`src/rtl/fpu_pkg.sv`:
```
// fpu_pkg: shared FP execute-stage definitions.
//   fpusel_e    decoded FP op select codes (5'b11111 = no FP op)
//   fpu_class_e dispatch class of an op: NONE, SIMPLE, PIPE, ITER
//   fpu_class() maps an fpusel code to its dispatch class
//   fpu_to_int() flags ops whose destination is the integer register file
package fpu_pkg;

  localparam int unsigned FFLAGS_W  = 5;
  localparam logic [31:0] CANON_NAN = 32'h7FC0_0000;

  typedef enum logic [4:0] {
    FP_FADD     = 5'b00000,
    FP_FSUB     = 5'b00001,
    FP_FMUL     = 5'b00010,
    FP_FDIV     = 5'b00011,
    FP_FSQRT    = 5'b00100,
    FP_FSGNJ    = 5'b00101,
    FP_FSGNJN   = 5'b00110,
    FP_FSGNJX   = 5'b00111,
    FP_FMIN     = 5'b01000,
    FP_FMAX     = 5'b01001,
    FP_FEQ      = 5'b01010,
    FP_FLT      = 5'b01011,
    FP_FLE      = 5'b01100,
    FP_FCLASS   = 5'b01101,
    FP_FMV_X_W  = 5'b01110,
    FP_FMV_W_X  = 5'b01111,
    FP_FMADD    = 5'b10000,
    FP_FMSUB    = 5'b10001,
    FP_FNMSUB   = 5'b10010,
    FP_FNMADD   = 5'b10011,
    FP_FCVT_W_S = 5'b10100,
    FP_FCVT_WU_S= 5'b10101,
    FP_FCVT_S_W = 5'b10110,
    FP_FCVT_S_WU= 5'b10111,
    FP_NONE     = 5'b11111
  } fpusel_e;

  typedef enum logic [1:0] {
    NONE,
    SIMPLE,
    PIPE,
    ITER
  } fpu_class_e;

  function automatic fpu_class_e fpu_class(input logic [4:0] sel);
    fpu_class_e c;
    if (sel == FP_NONE)
      c = NONE;
    else if (sel == FP_FDIV || sel == FP_FSQRT)
      c = ITER;
    else if (sel >= FP_FSGNJ && sel <= FP_FMV_W_X)
      c = SIMPLE;
    else
      c = PIPE;
    return c;
  endfunction

  function automatic logic fpu_to_int(input logic [4:0] sel);
    logic r;
    case (sel)
      FP_FEQ, FP_FLT, FP_FLE, FP_FCLASS, FP_FMV_X_W,
      FP_FCVT_W_S, FP_FCVT_WU_S: r = 1'b1;
      default:                   r = 1'b0;
    endcase
    return r;
  endfunction

endpackage

```
`src/rtl/fpu_lat_counter.sv`:
```
// fpu_lat_counter: loadable 4-bit down-counter with zero flag.
//   clk, rst_n  clock, async active-low reset
//   load        load load_val this cycle (has priority over dec)
//   load_val    value to load
//   dec         decrement by one; saturates at zero
//   cnt         current count
//   zero        cnt == 0
module fpu_lat_counter
  import fpu_pkg::*;
(
  input  logic       clk,
  input  logic       rst_n,
  input  logic       load,
  input  logic [3:0] load_val,
  input  logic       dec,
  output logic [3:0] cnt,
  output logic       zero
);

  always_ff @(posedge clk or negedge rst_n) begin
    if (!rst_n)
      cnt <= '0;
    else if (load)
      cnt <= load_val;
    else if (dec && cnt != '0)
      cnt <= cnt - 4'd1;
  end

  assign zero = (cnt == '0);

endmodule

```
`src/rtl/fpu_issue_seq.sv`:
```
// fpu_issue_seq: FP execute-stage issue sequencer.
// Registers one decoded FP op, dispatches it to the fixed-latency FU or the
// iterative div/sqrt unit, collects the result and presents a one-cycle
// writeback beat. ex_busy stalls decode while an op is in flight.
//   id_*          decoded op from decode (id_fpusel 5'b11111 = no op)
//   flush         kill in-flight op / suppress pending writeback
//   ex_busy       stall request to decode
//   fu_*          pipelined FU interface (fu_a/b/c shared with the iter unit)
//   iter_*        iterative div/sqrt unit interface
//   wb_*          writeback beat (wb_to_int: integer-file destination)
//   wdt_err       iterative-unit timeout pulse
// Optional feature macro: FPU_ITER_WDT_EN enables the WDT_CYC iterative-unit
// watchdog; without it ITER waits indefinitely and wdt_err is tied 0.
module fpu_issue_seq
  import fpu_pkg::*;
#(
  parameter int unsigned PIPE_LAT   = 3,
  parameter int unsigned SIMPLE_LAT = 1,
  parameter int unsigned WDT_CYC    = 64
) (
  input  logic                clk,
  input  logic                rst_n,
  input  logic                id_valid,
  input  logic [4:0]          id_fpusel,
  input  logic [4:0]          id_rd,
  input  logic [2:0]          id_rm,
  input  logic [31:0]         id_a,
  input  logic [31:0]         id_b,
  input  logic [31:0]         id_c,
  input  logic                flush,
  output logic                ex_busy,
  output logic                fu_start,
  output logic [4:0]          fu_op,
  output logic [2:0]          fu_rm,
  output logic [31:0]         fu_a,
  output logic [31:0]         fu_b,
  output logic [31:0]         fu_c,
  input  logic [31:0]         fu_result,
  input  logic [FFLAGS_W-1:0] fu_flags,
  output logic                iter_start,
  output logic                iter_sqrt,
  output logic                iter_kill,
  input  logic                iter_done,
  input  logic [31:0]         iter_result,
  input  logic [FFLAGS_W-1:0] iter_flags,
  output logic                wb_valid,
  output logic [4:0]          wb_rd,
  output logic [31:0]         wb_data,
  output logic [FFLAGS_W-1:0] wb_flags,
  output logic                wb_to_int,
  output logic                wdt_err
);

  typedef enum logic [1:0] {
    ST_IDLE,
    ST_PIPE,
    ST_ITER,
    ST_WB
  } state_e;

  localparam logic [3:0] PIPE_LAT_C   = 4'(PIPE_LAT);
  localparam logic [3:0] SIMPLE_LAT_C = 4'(SIMPLE_LAT);

  state_e     state;
  fpu_class_e id_class;
  logic       accept;
  logic [3:0] lat_load;
  logic [3:0] lat_cnt;
  logic       lat_zero;
  logic [4:0] op_rd;
  logic       wb_q;
  logic       wdt_expire;

  assign id_class = fpu_class(id_fpusel);
  assign accept   = (state == ST_IDLE || state == ST_WB) && id_valid && !flush
                    && (id_class != NONE);
  assign ex_busy  = (state == ST_PIPE) || (state == ST_ITER) || accept;
  assign lat_load = (id_class == SIMPLE) ? SIMPLE_LAT_C : PIPE_LAT_C;

  // The writeback beat is registered; only a same-cycle flush gates it off.
  assign wb_valid = wb_q && !flush;

  fpu_lat_counter u_lat (
    .clk      (clk),
    .rst_n    (rst_n),
    .load     (accept),
    .load_val (lat_load),
    .dec      (state == ST_PIPE),
    .cnt      (lat_cnt),
    .zero     (lat_zero)
  );

`ifdef FPU_ITER_WDT_EN
  localparam int unsigned WDT_W = $clog2(WDT_CYC + 1);
  logic [WDT_W-1:0] wdt_cnt;

  // Counts cycles spent in ITER; cleared whenever the FSM is elsewhere.
  always_ff @(posedge clk or negedge rst_n) begin
    if (!rst_n)
      wdt_cnt <= '0;
    else if (state != ST_ITER)
      wdt_cnt <= '0;
    else
      wdt_cnt <= wdt_cnt + WDT_W'(1);
  end

  assign wdt_expire = (state == ST_ITER) && (wdt_cnt == WDT_W'(WDT_CYC - 1));
`else
  assign wdt_expire = 1'b0;
`endif

  always_ff @(posedge clk or negedge rst_n) begin
    if (!rst_n) begin
      state      <= ST_IDLE;
      fu_start   <= 1'b0;
      fu_op      <= '0;
      fu_rm      <= '0;
      fu_a       <= '0;
      fu_b       <= '0;
      fu_c       <= '0;
      op_rd      <= '0;
      iter_start <= 1'b0;
      iter_sqrt  <= 1'b0;
      iter_kill  <= 1'b0;
      wb_q       <= 1'b0;
      wb_rd      <= '0;
      wb_data    <= '0;
      wb_flags   <= '0;
      wb_to_int  <= 1'b0;
      wdt_err    <= 1'b0;
    end else begin
      fu_start   <= 1'b0;
      iter_start <= 1'b0;
      iter_kill  <= 1'b0;
      wdt_err    <= 1'b0;
      wb_q       <= 1'b0;

      if (accept) begin
        fu_op     <= id_fpusel;
        fu_rm     <= id_rm;
        fu_a      <= id_a;
        fu_b      <= id_b;
        fu_c      <= id_c;
        op_rd     <= id_rd;
        iter_sqrt <= (id_fpusel == FP_FSQRT);
        if (id_class == ITER) begin
          iter_start <= 1'b1;
          state      <= ST_ITER;
        end else begin
          fu_start <= 1'b1;
          state    <= ST_PIPE;
        end
      end else begin
        case (state)
          ST_PIPE: begin
            if (flush) begin
              state <= ST_IDLE;
            end else if (lat_zero) begin
              wb_q      <= 1'b1;
              wb_rd     <= op_rd;
              wb_data   <= fu_result;
              wb_flags  <= fu_flags;
              wb_to_int <= fpu_to_int(fu_op);
              state     <= ST_WB;
            end
          end
          ST_ITER: begin
            if (flush) begin
              iter_kill <= 1'b1;
              state     <= ST_IDLE;
            end else if (iter_done) begin
              wb_q      <= 1'b1;
              wb_rd     <= op_rd;
              wb_data   <= iter_result;
              wb_flags  <= iter_flags;
              wb_to_int <= fpu_to_int(fu_op);
              state     <= ST_WB;
            end else if (wdt_expire) begin
              wdt_err   <= 1'b1;
              iter_kill <= 1'b1;
              wb_q      <= 1'b1;
              wb_rd     <= op_rd;
              wb_data   <= CANON_NAN;
              wb_flags  <= 5'b10000;
              wb_to_int <= 1'b0;
              state     <= ST_WB;
            end
          end
          ST_WB:   state <= ST_IDLE;
          default: state <= ST_IDLE;
        endcase
      end
    end
  end

endmodule

```
`config.mk`:
```
export PLATFORM = sky130hd
export DESIGN_NAME = fpu_issue_seq
export DESIGN_NICKNAME = d
export VERILOG_FILES = /design/src/rtl/fpu_pkg.sv /design/src/rtl/fpu_lat_counter.sv /design/src/rtl/fpu_issue_seq.sv
export SDC_FILE = /design/constraint.sdc
export NUM_CORES = 1
export LEC_CHECK = 0
export CAP_MARGIN = 20
export CELL_PAD_IN_SITES_DETAIL_PLACEMENT = 0
export CELL_PAD_IN_SITES_GLOBAL_PLACEMENT = 1
export CORE_UTILIZATION = 30
export CTS_BUF_LIST = sky130_fd_sc_hd__clkbuf_16
export DETAILED_ROUTE_END_ITERATION = 10
export GPL_TIMING_DRIVEN = 0
export PLACE_DENSITY = 0.92
export SLEW_MARGIN = 20
export SYNTH_ARGS = -nofsm -noshare
export SYNTH_HDL_FRONTEND = slang
export SYNTH_SLANG_ARGS = --single-unit
```
`constraint.sdc`:
```
create_clock -name clk -period 4.4 [get_ports clk]
set_input_delay 0.88 -clock clk [delete_from_list [all_inputs] [get_ports clk]]
set_output_delay 0.88 -clock clk [all_outputs]
set_load 0.02 [all_outputs]
```
* Word level (Yosys, flattened, before mapping) *
Index checks and enable logic that the tools add are counted.
Widths: inputs -> output; s select.

word-level totals
  input port bits = 188
  register bits after elaboration = 163

cells by class
  bitwise logic cells = 1
  mux-type cells = 47
  $add $sub $neg = 1
  equal/unequal tests = 21
  $lt $le $gt $ge = 2
  reductions and logical operators = 20

operators with widths
  kind                count
  $mux 32             4
  $pmux 32 s2         1
  $mux 5              8
  $eq 5x4->1 const B  5
  $mux 2              10
  $pmux 5 s2          2
  $mux 1              17
  $eq 5x5->1 const B  3
  $mux 4              2
  $ne 2x2->1 const B  4
  $ne 4x4->1 const B  2
  $reduce_or 7->1     1
  $eq 2x2->1 const B  3
  $logic_and 1x1->1   6
  $reduce_and 6->1    1
  $reduce_bool 2->1   3
  $eq 5x2->1 const B  1
  $eq 5x3->1 const B  1
  $ge 5x3->1 const B  1
  $le 5x4->1 const B  1
  $eq 2x1->1 const B  2
  $logic_not 4->1     1
  $logic_or 1x1->1    4
  $pmux 1 s2          2
  7 further kinds     7

* Logic depth before layout (Yosys ltp) *
Gate-level depths: netlist of the first run.

  depth in word-level cells = 9
  gate-level depth with buffers = 8
  depth with buffers taken out = 6

* Modules after synthesis *
From an unflattened synthesis of the first run, not the netlist that was laid out.

unflattened totals
  cell total of the unflattened synthesis = 710
  area, all modules = 6785.3 um^2

by module, submodules not included
  module           cells each  area an instance (um^2)  times used
  fpu_issue_seq    683         6515.0                   1
  fpu_lat_counter  27          270.3                    1

* Worst setup path after synthesis of the first run *
Ideal clock, no wire load.

  path type = input-to-output
  start = in flush
  end = out ex_busy
  required time = 3520 ps
  arrival = 1915 ps
  cell stages on the path = 5
  setup slack = 1605 ps
  cell sequence = clkbuf_1 > nand3b_1 > a31o_2 > clkbuf_1 > nand2_1

on the way
  longest elaborated chain between the ends = 4

RTL lines
  what               RTL line             RTL
  start, declared    fpu_issue_seq.sv:30  input logic flush,
  $logic_not 1->1    fpu_issue_seq.sv:75  assign accept = (state == ST_IDLE || state == ST_WB) && id_valid && !flush
  $logic_and 1x1->1  fpu_issue_seq.sv:75
  $logic_and 1x1->1  fpu_issue_seq.sv:76  && (id_class != NONE);
  $logic_or 1x1->1   fpu_issue_seq.sv:77  assign ex_busy = (state == ST_PIPE) || (state == ST_ITER) || accept;
  end, declared      fpu_issue_seq.sv:31  output logic ex_busy,

Every way passes these cells.

* Worst setup path after layout of the first run *
  start = in id_fpusel[0]
  end = out ex_busy

on the way
  longest elaborated chain between the ends = 8

RTL lines
  what                                      RTL line             RTL
  start, declared                           fpu_issue_seq.sv:24  input logic [4:0] id_fpusel,
  $ge 5x3->1 or $le 5x4->1 (tied branches)  fpu_pkg.sv:52        else if (sel >= FP_FSGNJ && sel <= FP_FMV_W_X)
  $logic_and 1x1->1                         fpu_pkg.sv:52
  $mux 2                                    fpu_pkg.sv:52
  $mux 2                                    fpu_pkg.sv:50        else if (sel == FP_FDIV || sel == FP_FSQRT)
  $mux 2 *                                  fpu_pkg.sv:48        if (sel == FP_NONE)
  $reduce_bool 2->1 *                       fpu_issue_seq.sv:76
  $logic_and 1x1->1 *                       fpu_issue_seq.sv:76
  $logic_or 1x1->1 *                        fpu_issue_seq.sv:77

Mark *: on every way between the ends. The rest lies on a longest branch, timed or not.

==> metrics.md, run 1 <==
| Metric | Value |
|---|---|
| TritonCTS Buffers | `17` |
| Synth Area in Adders | `0.009418` |
| Synthesis Warnings | `0` |
| Die area | `22740 sq um` |
| Pwr per Cell Area | `just over 700 nW/um^2` |
| Reg-to-reg slack, setup | `about 1.2 ns` |
| # resized after CTS | `0` |
| CTS tree | `done` |
| Starting density of the core | `0.3053` |
| CTS root buf | `clkbuf_16` |
| Layout Skew | `0.007713 ns` |
| Syn nets | `897` |
| First-pass GRT wire length | `roughly 32000 um` |
| Syn Inst Count | `704` |
| Critical Path RT | `3.52 ns` |
| Yosys reg bits | `163` |
| Nets | `1256` |
| RSZ-0062 raised after global routing | `no` |
| Hold/Removal Path Class | `in -> async` |
| DRC Markers | `0` |
| Fillers | `2024` |
| Share of cells above drive strength 1 | `0.04554` |
| Total power | `0.007930 W` |
| # IOs | `342` |
| Dpl hpwl | `about 16000 um` |
| Largest net degree at the start of global routing | `90` |
| Via-to-Cell Ratio | `4.395` |
| Die width | `150.8 um` |
| GP Congestion | `0.7902` |
| Setup crit end kind | `output pin` |
| Least-Margin Pin Slew | `between 0.8 and 0.9 ns` |
| Initial antenna violation count | `0` |
| Data arrival, critical path | `2.84 ns` |
| Storage cell area | `4079 sq um` |
| Most frequent CP cell | `clkdlybuf4s50_1` |
| Slew Limit Fails | `0` |
| H-tree levels | `4` |
| Mapped cell area | `6643 sq um` |
| Yosys top cell by area | `dfrtp_1` |
| Die Height | `150.8 um` |
| Slowest CP cell | `clkdlybuf4s50_1` |
| Drt pass-1 iters | `6` |
| Clk Latency, worst-skew pair | `0.42 ns` |
| R2R depth | `7` |
| Maximum clock path buffer count | `2` |
| Via Count | `5959` |
| Min cycle time layout | `3.724 ns` |
| Num Clock Sinks | `~160` |
| Multi-input gate area | `2371 sq um` |
| Post-synthesis simple-gate area fraction | `0.2262` |
| Post-synthesis mux area share | `0.06894` |
| Area fraction of the dominant cell type after synthesis | `0.6141` |
| Critical Path Max Stage Delay | `about 0.57 ns` |
| Unique masters post-synth | `36` |
| Core footprint | `21760 sq um` |
| Crit Path Max Fanout | `10` |
| Area added between synthesis and finish | `65.08%` |
| Seq/Total Area, Yosys | `0.6141` |
| Leakage power | `4.999 nW` |
| Global-route total usage across every layer | `0.1828` |
| Final hold vios | `0` |
| Vias in the first global route | `between 6k and 7k` |
| Post-route ant nets | `0` |
| Post-synthesis xor/xnor area fraction | `0.003956` |
| Largest family of logic cells by synthesized area | `simple AND/OR/NAND/NOR gates` |
| Reg-to-Reg End | `fu_a[31]` |
| Peak VDD IR | `around 0.32 mV` |
| CP Class | `in -> out` |
| Ant. Diodes | `0` |
| Grt total ovfl | `0` |
| Detailed Route Iter0 Violations | `about 150` |
| Worst-path clk slew | `0.07 ns` |
| Routed len/inst | `approximately 16 um` |
| Drt total wl | `roughly 21000 um` |
| Top delay family on crit path | `buffers and inverters` |
| Compound-Gate Fraction of Synth Area | `0.04784` |
| IO buf count | `between 300 and 400` |
| Worst path cell trace | `clkdlybuf4s50_1 > and3_1 > a31o_2 > clkbuf_1 > nand2_1 > clkdlybuf4s50_1` |
| CP Buf/Inv Count | `3` |
| Count of final setup violators | `0` |
| Critical Path Start Type | `input port` |
| Status | `finished clean` |
| FP Rows | `54` |
| Synth area leaders | `dfrtp_1 61%, nand2_1 18%, mux2i_1 5.9%, a21oi_1 2.9%, nor2_1 2.7%` |
| Setup TNS | `0 ns` |
| Postcts setup bufs | `0` |
| Syn_area_per_cell | `9.436 sq um` |
| Final Util | `0.5040` |
| Max-cap violations | `0` |
| Period utilization | `0.8463` |
| Rel. slew slack | `0.4024` |
| Fmax | `268.5 MHz` |
| Worst r2r src | `state[1]` |
| Post-CTS Hold Buffers | `0` |
[routing by layer]
| layer | global-route usage | part of all wire |
|---|---|---|
| met2 | 0.3261 | 0.50 |
| met3 | 0.06687 | 0.10 |
| met5 | 0 | 0 |
| met4 | 0.04850 | 0.012 |
| met1 | 0.2039 | 0.39 |
[final cells by class]
cell class | instances | share of cell area
sequential | 163 | 0.3720
timing repair buffer | 340 | 0.3124
multi-input combinational | 495 | 0.2162
clock buffer | 17 | 0.03880
tap | 280 | 0.03195
buffer | 40 | 0.01552
clock inverter | 15 | 0.01107
inverter | 6 | 0.002054
[registers in the layout (all words and copies together), names as in the netlist, 2 cells and up]
register and flops:
op_rd 5, fu_a 32, fu_c 32, wb_rd 5, fu_op 5, u_lat.cnt 4, state 2, wb_flags 5
fu_b 32, fu_rm 3, wb_data 32
[cell families after synthesis]
kind of cell | after synthesis
other | 1
muxes | 45
and+or+nand+nor | 388
DFF | 163
AOI/OAI and AO/OA | 53
buffers and inverters | 46
adders and majority gates | 5
xor gates and xnor gates | 3
[power breakdown]
part	leakage [nW]	switching (W)	internal, W
clock	0.274	0.000660	0.000739
combinational	2.75	0.00215	0.00180
sequential	1.98	0.000377	0.00220
total	5.00	0.00319	0.00475
[stage by stage]
stage	cells	hold WS, ns	instance area, sq um	worst slack [ns]
after floorplan	704	0.4401	6643	1.605
after global placement	1323	0.4562	10390	-4.488
after detailed placement	1324	0.4608	10420	0.6589
after CTS	1356	0.4773	10970	0.6564
after global routing	1356	0.4965	10970	0.5223
final	1356	0.4627	10970	0.6761
[cells in the final DEF, fill, tap and decap left out, types with 3 or more instances in the layout]
cell type and instances:
mux2_2 6, inv_1 7, mux2i_1 39, nor2_1 47, inv_6 6, a21oi_1 39
buf_2 7, ha_1 5, nand3_1 4, dfrtp_1 163, o21ai_0 3, nand2_1 324
clkbuf_16 17, clkbuf_1 29, nor2b_1 3, clkdlybuf4s50_1 338, clkinv_4 4
[worst max path at each step]
stage	to	slack [ns]	depth (start not counted)	from
2_1_floorplan	ex_busy	1.61	5	flush
3_3_place_gp	fu_b[29]	-4.49	1	rst_n
3_5_place_dp	ex_busy	0.66	6	id_fpusel[0]
4_1_cts	ex_busy	0.66	6	id_fpusel[0]
5_1_grt	ex_busy	0.52	6	id_fpusel[0]
6_report	ex_busy	0.68	6	id_fpusel[0]
[Yosys cell counts (all sizes together)]
| cell type | instances |
|---|---|
| nand3 | 4 |
| nand2 | 324 |
| o2111ai | 1 |
| nor3 | 2 |
| mux2 | 6 |
| o22ai | 1 |
| o21a | 1 |
| buf | 11 |
| o31a | 1 |
| clkbuf | 29 |
| xnor2 | 1 |
| nor3b | 1 |
| a31oi | 2 |
| conb | 1 |
| nor2b | 3 |
| nor2 | 47 |
| o21ai | 3 |
| xor2 | 2 |
| and3b | 1 |
| and2 | 2 |
| o22a | 2 |
| dfrtp | 163 |
| ha | 5 |
| inv | 6 |
| mux2i | 39 |
| a31o | 1 |
| a21oi | 39 |
| nand3b | 1 |
| or4b | 1 |
| o32a | 1 |
| or3b | 1 |
| and3 | 1 |
| a2111oi | 1 |
[worst reg2reg max path: stages, from the launching register on]
cell,delay (ns)
dfrtp_1,0.41
ha_1,0.47
nand3b_1,0.23
a31oi_1,0.72
clkbuf_1,0.60
clkbuf_1,0.46
nand2_1,0.15
nand2_1,0.09
Note: power is estimated with default switching activity, not from simulation.
==> run 2, diff against run 1 <==
- CORE_UTILIZATION: 30 -> 29
- PLACE_DENSITY: 0.92 -> 0.89
- clock period: 4.4 -> 3.5 ns (I/O delays scaled with it)
==> run 2 against run 1 <==
Net effect:
- sequential cell count unchanged
- register-to-register slack got worse by 0.86 ns
- critical endpoint unchanged
- highest routed layer unchanged
- power increased by 27%
- wire length decreased by 2.9%
==> metrics.md, run 2 (synthesis results as in run 1) <==
| Metric | Value |
|---|---|
| Detailed Route Iter0 Violations | `approximately 270` |
| Layout Skew | `0.007520 ns` |
| Grt total ovfl | `0` |
| Via-to-Cell Ratio | `4.435` |
| TritonCTS Buffers | `17` |
| # IOs | `342` |
| Fmax | `between 300 and 400 MHz` |
| Share of cells above drive strength 1 | `0.04740` |
| Status | `finished clean` |
| IO buf count | `339` |
| First-pass GRT wire length | `32820 um` |
| Num Clock Sinks | `163` |
| Via Count | `about 6k` |
| Maximum clock path buffer count | `2` |
| CTS tree | `done` |
| Hold/Removal Path Class | `in -> async` |
| Setup crit end kind | `output pin` |
| Die area | `23510 sq um` |
| Initial antenna violation count | `0` |
| FP Rows | `55` |
| RSZ-0062 raised after global routing | `no` |
| Data arrival, critical path | `2.54 ns` |
| Fillers | `2186` |
| Placed Cells | `1330` |
| Crit Path Max Fanout | `13` |
| Drt total wl | `20470 um` |
| Pwr per Cell Area | `910.9 nW/um^2` |
| Critical Path RT | `approximately 2.8 ns` |
| Max-cap violations | `0` |
| Critical Path Start Type | `flip-flop` |
| CTS root buf | `clkbuf_16` |
| M1 GR Usage | `0.2089` |
| Final std cells w/o fill | `around 1.4k` |
| Global-route total usage across every layer | `0.1778` |
| Final Util | `0.4888` |
| Least-Margin Pin Slew | `0.8815 ns` |
| Post-route setup slack | `0.2598 ns` |
| Most frequent cells in the layout | `338 x clkdlybuf4s50_1, 324 x nand2_1, 163 x dfrtp_1` |
| Starting density of the core | `0.2943` |
| Drt pass-1 iters | `4` |
| CP Class | `reg -> out` |
| Met3 usage | `0.06946` |
| Ant. Diodes | `0` |
| Post-CTS Hold Buffers | `0` |
| Total power | `about 0.010 W` |
| DRC Markers | `0` |
| Min cycle time layout | `3.240 ns` |
| Commonest non-fill, non-tap cell in the layout | `clkdlybuf4s50_1` |
| Die Height | `153.3 um` |
| Dpl hpwl | `15630 um` |
| Count of final setup violators | `0` |
| DP Worst Slack | `-0.005575 ns` |
| Routed len/inst | `15.04 um` |
| GP Congestion | `slightly below 0.8` |
| Peak VDD IR | `0.3892 mV` |
| Setup TNS | `0 ns` |
| Period utilization | `0.9258` |
| Worst-path clk slew | `0.07 ns` |
| Clk Latency, worst-skew pair | `0.42 ns` |
| Die width | `153.3 um` |
| Rel. slew slack | `0.4096` |
| Largest net degree at the start of global routing | `62` |
| Leakage power | `5.015 nW` |
| Post-route ant nets | `0` |
| Final hold vios | `0` |
| Area added between synthesis and finish | `66.10%` |
| Core footprint | `22570 sq um` |
| Met2 Resource Use GR | `0.3022` |
| Nets | `roughly 1.3k` |
| Grt peak-use layer | `met2` |
| H-tree levels | `4` |
| Slew Limit Fails | `0` |
| Vias in the first global route | `6132` |
[run 2: cell count changes in the layout (fill, tap and decap cells not counted), sizes merged]
cell	delta
clkinv	-5
clkinvlp	+4
bufinv	+2
buf	+1
clkbuf	-1
inv	-1
[run 2: repair_timing]
action / CTS / global route
resized for setup: 1 / 0
setup buffers: 0 / 0
setup endpoints to repair: 1 / 1
[run 2: final cells by class]
class / instances / area [sq um] / area share
buffer: 39 / 166.4 / 0.01508
clock buffer: 17 / 425.4 / 0.03856
clock inverter: 15 / 156.4 / 0.01418
inverter: 6 / 22.52 / 0.002041
multi-input combinational: 495 / 2374 / 0.2151
sequential: 163 / 4079 / 0.3697
tap: 285 / 356.6 / 0.03232
timing repair buffer: 341 / 3453 / 0.3130
[run 2: final timing paths]
| kind | end | cells past startpoint | start | slack (ns) |
|---|---|---|---|---|
| setup / recovery | ex_busy | 6 | state[0] | 0.26 |
| hold / removal | wb_data[24] | 1 | rst_n | 0.18 |
| setup reg to reg | fu_b[18] | 8 | state[0] | 0.36 |
| hold reg to reg | op_rd[3] | 2 | op_rd[3] | 0.47 |
| max in group asynchronous | fu_b[18] | 2 | rst_n | 2.68 |
| min in group clk | op_rd[3] | 2 | op_rd[3] | 0.47 |
[run 2: worst max-delay path: stages (launching register included)]
cell	delay, ns
dfrtp_1	0.35
inv_1	0.08
ha_2	0.41
nand3b_1	0.20
a31o_2	0.37
nand2_1	0.10
clkdlybuf4s50_1	0.61
[run 2: through the flow]
step	instance area, sq um	hold slack (ns)
after floorplan	6643	0.4044
after global placement	10390	0.4526
after detailed placement	10450	0.4569
after CTS	11040	0.1676
after global routing	11030	0.1708
final	11030	0.1767
[run 2: routing by layer]
| metal | vias to the layer above | share of wire |
|---|---|---|
| li1 | 2946 | - |
| met1 | 2839 | 0.41 |
| met2 | 234 | 0.48 |
| met3 | 17 | 0.089 |
| met4 | 0 | 0.015 |
| met5 | - | 0 |
[run 2: power by group]
group | switching (W) | total (W) | internal, W
logic | 0.00269 | 0.00496 | 0.00227
registers | 0.000453 | 0.00322 | 0.00277
clock network | 0.000806 | 0.00187 | 0.00106
